## config.mk

```make
export PLATFORM = sky130hd
export DESIGN_NAME = btn_debounce
export DESIGN_NICKNAME = d
export VERILOG_FILES = /design/src/rtl/btn_debounce.sv
export SDC_FILE = /design/constraint.sdc
export NUM_CORES = 1
export LEC_CHECK = 0
export CAP_MARGIN = 5
export CORE_ASPECT_RATIO = 1.2
export CORE_MARGIN = 2
export CORE_UTILIZATION = 50
export CTS_CLUSTER_DIAMETER = 60
export DETAILED_ROUTE_END_ITERATION = 12
export MAX_ROUTING_LAYER = met4
export PLACE_DENSITY = 0.71
export SLEW_MARGIN = 5
export SYNTH_ARGS = -nofsm -noshare
export SYNTH_HDL_FRONTEND = slang
export SYNTH_SLANG_ARGS = --single-unit
```

## constraint.sdc

```tcl
create_clock -name clk -period 2 [get_ports clk]
set_clock_uncertainty 0.2 [all_clocks]
set_input_delay 0.2 -clock clk [delete_from_list [all_inputs] [get_ports clk]]
set_output_delay 0.2 -clock clk [all_outputs]
set_load 0.01 [all_outputs]
```

## src/rtl/btn_debounce.sv

```systemverilog
// btn_debounce: two-flop synchroniser, run-length debounce FSM and optional
// auto-repeat for one mechanical push-button; every output is registered.
//
// state              | meaning
// ST_RELEASED        | accepted released, waiting for a synchronised high
// ST_CONFIRM_PRESS   | counting consecutive highs before accepting a press
// ST_PRESSED         | accepted pressed, repeat timer running
// ST_CONFIRM_RELEASE | counting consecutive lows before accepting a release
module btn_debounce #(
  parameter int STABLE_CYCLES = 50000,
  parameter int HOLD_CYCLES   = 25000000,
  parameter int REPEAT_CYCLES = 5000000,
  parameter bit REPEAT_EN     = 1'b0
) (
  input  logic clk,
  input  logic rst_n,
  input  logic btn_in,
  output logic btn_level,
  output logic btn_press,
  output logic btn_release,
  output logic btn_repeat
);

  localparam int STAB_W = $clog2(STABLE_CYCLES);
  localparam logic [STAB_W-1:0] STAB_LAST = STAB_W'(STABLE_CYCLES - 1);
  localparam logic [STAB_W-1:0] STAB_ONE  = STAB_W'(1);

  typedef enum logic [1:0] {
    ST_RELEASED,
    ST_CONFIRM_PRESS,
    ST_PRESSED,
    ST_CONFIRM_RELEASE
  } state_t;

  logic              sync1_q, sync2_q;
  state_t            state_q, state_d;
  logic [STAB_W-1:0] stab_cnt_q, stab_cnt_d;
  logic              level_q, level_d;
  logic              press_q, press_d;
  logic              release_q, release_d;
  logic              repeat_q;

  always_ff @(posedge clk or negedge rst_n) begin
    if (!rst_n) begin
      sync1_q    <= 1'b0;
      sync2_q    <= 1'b0;
      state_q    <= ST_RELEASED;
      stab_cnt_q <= '0;
      level_q    <= 1'b0;
      press_q    <= 1'b0;
      release_q  <= 1'b0;
    end else begin
      sync1_q    <= btn_in;
      sync2_q    <= sync1_q;
      state_q    <= state_d;
      stab_cnt_q <= stab_cnt_d;
      level_q    <= level_d;
      press_q    <= press_d;
      release_q  <= release_d;
    end
  end

  always_comb begin
    state_d    = state_q;
    stab_cnt_d = stab_cnt_q;
    level_d    = level_q;
    press_d    = 1'b0;
    release_d  = 1'b0;
    case (state_q)
      ST_RELEASED: begin
        if (sync2_q) begin
          state_d    = ST_CONFIRM_PRESS;
          stab_cnt_d = STAB_ONE;
        end
      end
      ST_CONFIRM_PRESS: begin
        if (!sync2_q) begin
          state_d    = ST_RELEASED;
          stab_cnt_d = '0;
        end else if (stab_cnt_q == STAB_LAST) begin
          state_d    = ST_PRESSED;
          stab_cnt_d = '0;
          level_d    = 1'b1;
          press_d    = 1'b1;
        end else begin
          stab_cnt_d = stab_cnt_q + 1'b1;
        end
      end
      ST_PRESSED: begin
        if (!sync2_q) begin
          state_d    = ST_CONFIRM_RELEASE;
          stab_cnt_d = STAB_ONE;
        end
      end
      ST_CONFIRM_RELEASE: begin
        if (sync2_q) begin
          state_d    = ST_PRESSED;
          stab_cnt_d = '0;
        end else if (stab_cnt_q == STAB_LAST) begin
          state_d    = ST_RELEASED;
          stab_cnt_d = '0;
          level_d    = 1'b0;
          release_d  = 1'b1;
        end else begin
          stab_cnt_d = stab_cnt_q + 1'b1;
        end
      end
      default: begin
        state_d    = ST_RELEASED;
        stab_cnt_d = '0;
      end
    endcase
  end

  generate
    if (REPEAT_EN) begin : g_repeat
      localparam int REP_MAX = (HOLD_CYCLES > REPEAT_CYCLES) ? HOLD_CYCLES : REPEAT_CYCLES;
      localparam int REP_W   = $clog2(REP_MAX + 1);
      localparam logic [REP_W-1:0] HOLD_LAST   = REP_W'(HOLD_CYCLES - 1);
      localparam logic [REP_W-1:0] REPEAT_LAST = REP_W'(REPEAT_CYCLES - 1);

      logic [REP_W-1:0] rep_cnt_q, rep_cnt_d;
      logic             phase_q, phase_d;
      logic             repeat_d;
      logic             rep_tick;
      logic             rep_hit;

      // The edge that returns from a release glitch also counts, so a glitch
      // of g cycles delays the next repeat by exactly g.
      always_comb begin
        rep_cnt_d = rep_cnt_q;
        phase_d   = phase_q;
        repeat_d  = 1'b0;
        rep_tick  = sync2_q && ((state_q == ST_PRESSED) || (state_q == ST_CONFIRM_RELEASE));
        rep_hit   = (rep_cnt_q == (phase_q ? REPEAT_LAST : HOLD_LAST));
        if (press_d) begin
          rep_cnt_d = '0;
          phase_d   = 1'b0;
        end else if (rep_tick) begin
          if (rep_hit) begin
            rep_cnt_d = '0;
            phase_d   = 1'b1;
            repeat_d  = 1'b1;
          end else begin
            rep_cnt_d = rep_cnt_q + 1'b1;
          end
        end
      end

      always_ff @(posedge clk or negedge rst_n) begin
        if (!rst_n) begin
          rep_cnt_q <= '0;
          phase_q   <= 1'b0;
          repeat_q  <= 1'b0;
        end else begin
          rep_cnt_q <= rep_cnt_d;
          phase_q   <= phase_d;
          repeat_q  <= repeat_d;
        end
      end
    end else begin : g_no_repeat
      assign repeat_q = 1'b0;
    end
  endgenerate

  always_comb begin
    btn_level   = level_q;
    btn_press   = press_q;
    btn_release = release_q;
    btn_repeat  = repeat_q;
  end

endmodule

```

==> flow_metrics.env, run 1 <==
export IMPL_clock_path_buffers=2
export IMPL_start_util=0.517
export IMPL_die_area_um2=2980
export IMPL_synthArstFlopShare=1.00
export IMPL_p_total_mw=0.793
export IMPL_finalSetupViolCount=0
export IMPL_synth_compound_area_frac=0.214
export IMPL_ios=7
export IMPL_hold_viol_final=0
export IMPL_vdd_drop_max_mv=0.327
export IMPL_max_freq_mhz=526
export IMPL_htreeDepth=1
export IMPL_grt_max_degree=24
export IMPL_syn_area_um2=1280
export IMPL_num_vias=1159
export IMPL_grt_first_pass_wirelength_um=4930
export IMPL_grt_pass1_vias=1035
export IMPL_synth_seq_cells=23
export IMPL_synthAdderAreaFrac=0.00977
export IMPL_wl_um=2900
export IMPL_p_leak_nw=0.662
export IMPL_cts_tree="yes"
export IMPL_rsz0062_at_grt="no"
export IMPL_outcome="complete, no violations"
export IMPL_drt_iter0_markers=85
export IMPL_end_kind="flip-flop"
export IMPL_synth_cells=127
export IMPL_crit_required_ns=2.05
export IMPL_crit_fanout=5
export IMPL_clockRootBuffer="clkbuf_4"
export IMPL_dieHeight_um=59.5
export IMPL_wire_per_inst_um=16.1
export IMPL_grtUsageTotal=0.225
export IMPL_place_ws_ns=0.0449
export IMPL_synth_xor_area_share=0.0127
export IMPL_final_common_cell="dfrtp_1"
export IMPL_slew_viol_final=0
export IMPL_cts_sinks=23
export IMPL_fp_row_count=20
export IMPL_clock_latency_ns=0.32
export IMPL_cp_arrival_ns=1.95
export IMPL_synth_top_family_by_area="simple AND/OR/NAND/NOR gates"
export IMPL_hpwl_um=2010
export IMPL_yosysSeqAreaShare=0.449
export IMPL_finalNetCount=152
export IMPL_avgViaCountPerCell=6.44
export IMPL_r2r_start="stab_cnt_q[1]$_DFFE_PN0P_"
export IMPL_die_w_um=50.2
export IMPL_drt_pass1_iter_count=4
export IMPL_yosys_warnings=0
export IMPL_final_cell_mix="21 x dfrtp_1, 16 x buf_4, 13 x a31oi_1"
export IMPL_synth_nets=131
export IMPL_portBuffers=5
export IMPL_maxCapViolCount=0
export IMPL_yosys_area_share_simple=0.259
export IMPL_grt_overflow_total=0
export IMPL_tns_ns=0
export IMPL_synth_distinct_cells=44
export IMPL_cp_start_kind="flip-flop"
export IMPL_critical_path_class="flip-flop to flip-flop"
export IMPL_synth_area_mux_share=0
export IMPL_core_area_um2=2480
export IMPL_synthFlopType="dfrtp_1"
export IMPL_numCtsBuffers=3
export IMPL_power_density_nw_per_um2=527
export IMPL_drive_gt1_frac=0.224
export IMPL_finalWeightedCongestion=0.902
export IMPL_synth_edff_count=0
export IMPL_critPathLaunch="stab_cnt_q[1]$_DFFE_PN0P_"
export IMPL_synthToLayoutAreaGrowth_pct=17.5
export IMPL_timing_final_crit_share=0.951
export IMPL_hold_path_class="input pin to asynchronous set/reset pin"
export IMPL_antenna_left=0
export IMPL_post_route_drc_count=0
export IMPL_synth_area_per_cell_um2=10.1
export IMPL_clkTransAtPathRegs_ns=0.13
export IMPL_finalCriticalPeriod_ns=1.90
export IMPL_antenna_cells=0
export IMPL_antenna_found_initial=0
export IMPL_worst_slack_ns=0.0987
power breakdown:
| group | total [mW] | internal, mW | switching, mW |
|---|---|---|---|
| logic | 0.0836 | 0.0388 | 0.0448 |
| clock network | 0.219 | 0.0749 | 0.144 |
| registers | 0.490 | 0.477 | 0.0134 |
final timing paths:
kind / depth (start not counted) / endpoint / slack (ns)
worst max-delay path: 5 / stab_cnt_q[7]$_DFFE_PN0P_ / 0.1
worst min-delay path: 2 / btn_release$_DFF_PN0_ / 0.008
worst max register to register: 5 / stab_cnt_q[7]$_DFFE_PN0P_ / 0.1
worst min register to register: 0 / sync2_q$_DFF_PN0_ / 0.17
max in group asynchronous: 2 / sync2_q$_DFF_PN0_ / 1.36
min in group clk: 1 / sync1_q$_DFF_PN0_ / 0.12
what timing repair did:
action / 4_1_cts / 5_1_grt
hold buffers: 0 / 0
setup buffers: 0 / 3
setup endpoints to repair: 0 / 3
resized for setup: 0 / 5
state kept, by name (all words and copies together), names as in the netlist, named ones only:
| name | count |
|---|---|
| btn_level | 1 |
| state_q | 1 |
| sync2_q | 1 |
| sync1_q | 1 |
| btn_release | 1 |
| btn_press | 1 |
| stab_cnt_q | 16 |
synthesized netlist by cell type (all sizes together), types with 2 or more instances:
cell   number  share of area
dfrtp      23           0.45
a31oi      13          0.063
o21ai       9          0.035
nand3       7          0.027
buf         6          0.035
inv         6          0.018
nor2        6          0.018
and3        5          0.024
nand2       5          0.017
and4        4          0.029
nand4       4          0.024
or3         4          0.020
or4         4          0.023
a22o        3          0.021
a211o       2          0.014
and2        2         0.0098
nor3        2         0.0078
routing by layer:
layer,wire (um),vias up,track usage
met5,0,-,-
met3,160,9,0.0328
met2,1360,70,0.329
met1,1300,544,0.297
met4,81,0,0.131
li1,-,536,-
critical path: stages, from the launching register on:
cell and delay [ns]:
dfrtp_1 0.42, ha_2 0.18, and4b_1 0.21, and4_4 0.18, or4_4 0.51, o211ai_2 0.14
stage by stage:
step / instances / util / cell area, um2 / hold WS (ns)
after floorplan: 127 / - / 1280 / -0.296
final: 180 / 0.608 / 1510 / 0.00846
after global routing: 180 / 0.608 / 1510 / 0.0139
after detailed placement: 172 / 0.575 / 1430 / 0.139
after global placement: 172 / 0.575 / 1430 / 0.133
after CTS: 176 / 0.586 / 1450 / 0.0206
kinds of logic after synthesis:
family,after synthesis
AND/OR/NAND/NOR,50
flip-flops,23
adder cells (fa/ha/maj),1
AO/OA/AOI/OAI,39
other,1
XOR/XNOR,1
buffers and inverters,12
area by class of cell:
class,instances,area (um2)
Multi-Input combinational cell,93,666
Clock inverter,1,5.00
Inverter,6,22.5
Tap cell,33,41.3
Clock buffer,3,22.5
Fill cell,203,972
Sequential cell,23,578
Timing Repair Buffer,21,170
Note: power is estimated with default switching activity, not from simulation.
==> run 2, diff against run 1 <==
--- a/config.mk
+++ b/config.mk
@@ -6,7 +6,7 @@
 export NUM_CORES = 1
 export LEC_CHECK = 0
 export CAP_MARGIN = 5
-export CORE_ASPECT_RATIO = 1.2
+export CORE_ASPECT_RATIO = 0.6
 export CORE_MARGIN = 2
 export CORE_UTILIZATION = 50
 export CTS_CLUSTER_DIAMETER = 60
==> flow_metrics.env, run 2 (synthesized netlist as in run 1, its figures left out) <==
export IMPL_outcome="complete, no violations"
export IMPL_post_place_cells=169
export IMPL_clkTransAtPathRegs_ns=0.08
export IMPL_post_route_util=0.613
export IMPL_die_area_um2=3000
export IMPL_worst_slack_ns=0.0483
export IMPL_regMostFlops="stab_cnt_q"
export IMPL_dieHeight_um=43.2
export IMPL_cp_arrival_ns=1.90
export IMPL_clock_path_buffers=2
export IMPL_hold_viol_final=0
export IMPL_critical_path_class="flip-flop to flip-flop"
export IMPL_wire_per_inst_um=17.4
export IMPL_p_leak_nw=0.664
export IMPL_stdcell_area_um2=1510
export IMPL_avgViaCountPerCell=6.38
export IMPL_num_vias=1130
export IMPL_antenna_cells=0
export IMPL_crit_path_cell_trace="ha_1, and4b_1, buf_4, nand3_1, or3_1, nor3_1"
export IMPL_max_stage_delay_ns=0.39
export IMPL_p_total_mw=0.860
export IMPL_power_density_nw_per_um2=568
export IMPL_portBuffers=5
export IMPL_cts_sinks=23
export IMPL_grt_max_degree=24
export IMPL_r2r_start="stab_cnt_q[1]$_DFFE_PN0P_"
export IMPL_synthToLayoutAreaGrowth_pct=18.2
export IMPL_hold_ws_ns=0.0782
export IMPL_cts_tree="yes"
export IMPL_fp_row_count=14
export IMPL_drt_iter0_markers=107
export IMPL_final_cell_mix="21 x dfrtp_1, 15 x buf_4, 12 x a31oi_1"
export IMPL_finalCriticalPeriod_ns=1.95
export IMPL_crit_path_top_delay_cell="dfrtp_1"
export IMPL_htreeDepth=1
export IMPL_crit_required_ns=1.95
export IMPL_cpLargestDelayFamily="simple AND/OR/NAND/NOR gates"
export IMPL_ios=7
export IMPL_drt_pass1_iter_count=5
export IMPL_antenna_found_initial=0
export IMPL_max_freq_mhz=512
export IMPL_wl_um=3070
export IMPL_tns_ns=0
export IMPL_end_kind="flip-flop"
export IMPL_clock_latency_ns=0.26
export IMPL_crit_fanout=4
export IMPL_place_ws_ns=0.0348
export IMPL_largest_reg_flops=16
export IMPL_hold_path_class="input pin to asynchronous set/reset pin"
export IMPL_hold_buffers=0
export IMPL_timing_final_crit_share=0.976
export IMPL_slew_viol_final=0
export IMPL_vdd_drop_max_mv=0.404
export IMPL_grt_overflow_total=0
export IMPL_start_util=0.519
export IMPL_grt_first_pass_wirelength_um=4840
export IMPL_post_route_drc_count=0
export IMPL_critPathLaunch="stab_cnt_q[1]$_DFFE_PN0P_"
export IMPL_die_w_um=69.4
export IMPL_final_common_cell="dfrtp_1"
export IMPL_hpwl_um=2190
export IMPL_finalSetupViolCount=0
export IMPL_finalWeightedCongestion=0.939
export IMPL_r2r_setup_slack_ns=0.05
export IMPL_antenna_left=0
export IMPL_drive_gt1_frac=0.221
export IMPL_core_area_um2=2470
export IMPL_grt_pass1_vias=995
export IMPL_maxCapViolCount=0
export IMPL_cp_start_kind="flip-flop"
export IMPL_grtUsageTotal=0.222
export IMPL_numCtsBuffers=3
export IMPL_clockRootBuffer="clkbuf_8"
export IMPL_finalNetCount=150
export IMPL_rsz0062_at_grt="yes"
export IMPL_dpl_cell_area_um2=1410
export IMPL_stdcell_count=177
export IMPL_worstPathBufferInverterCount=1
## run 2: final timing paths
check	to	depth (start not counted)
setup / recovery	btn_release$_DFF_PN0_	6
hold / removal	stab_cnt_q[0]$_DFFE_PN0P_	2
setup reg to reg	btn_release$_DFF_PN0_	6
hold reg to reg	sync2_q$_DFF_PN0_	0
max in group asynchronous	asynchronous set/reset pin	2
min in group clk	sync2_q$_DFF_PN0_	0
## run 2: where the power goes
part | switching, mW | leakage, nW | total (mW) | internal [mW]
Sequential | 0.0142 | 0.308 | 0.491 | 0.476
Clock | 0.145 | 0.0255 | 0.284 | 0.139
Combinational | 0.0462 | 0.330 | 0.0852 | 0.0390
Total | 0.205 | 0.664 | 0.860 | 0.654
## run 2: layout make-up
class,count,area (um2)
timing repair buffer,20,163
tap,32,40.0
sequential,23,578
fill,201,956
multi-input combinational,92,664
clock buffer,3,41.3
clock inverter,1,5.00
inverter,6,22.5
## run 2: worst register-to-register path: stages, from the launching register on
cell and delay, ns:
dfrtp_1 0.39, ha_1 0.18, and4b_1 0.22, buf_4 0.14
nand3_1 0.06, or3_1 0.38, nor3_1 0.26
## run 2: timing repair
item	in CTS	in global routing
buffers inserted	0	4
resized for setup	0	6
endpoints found under the setup margin	0	6
## run 2: routing by layer
layer,global-route usage,vias up,wire [um]
li1,-,531,-
met1,0.328,546,1490
met2,0.290,49,1260
met3,0.0713,4,281
met4,0.0588,0,38
met5,-,-,0
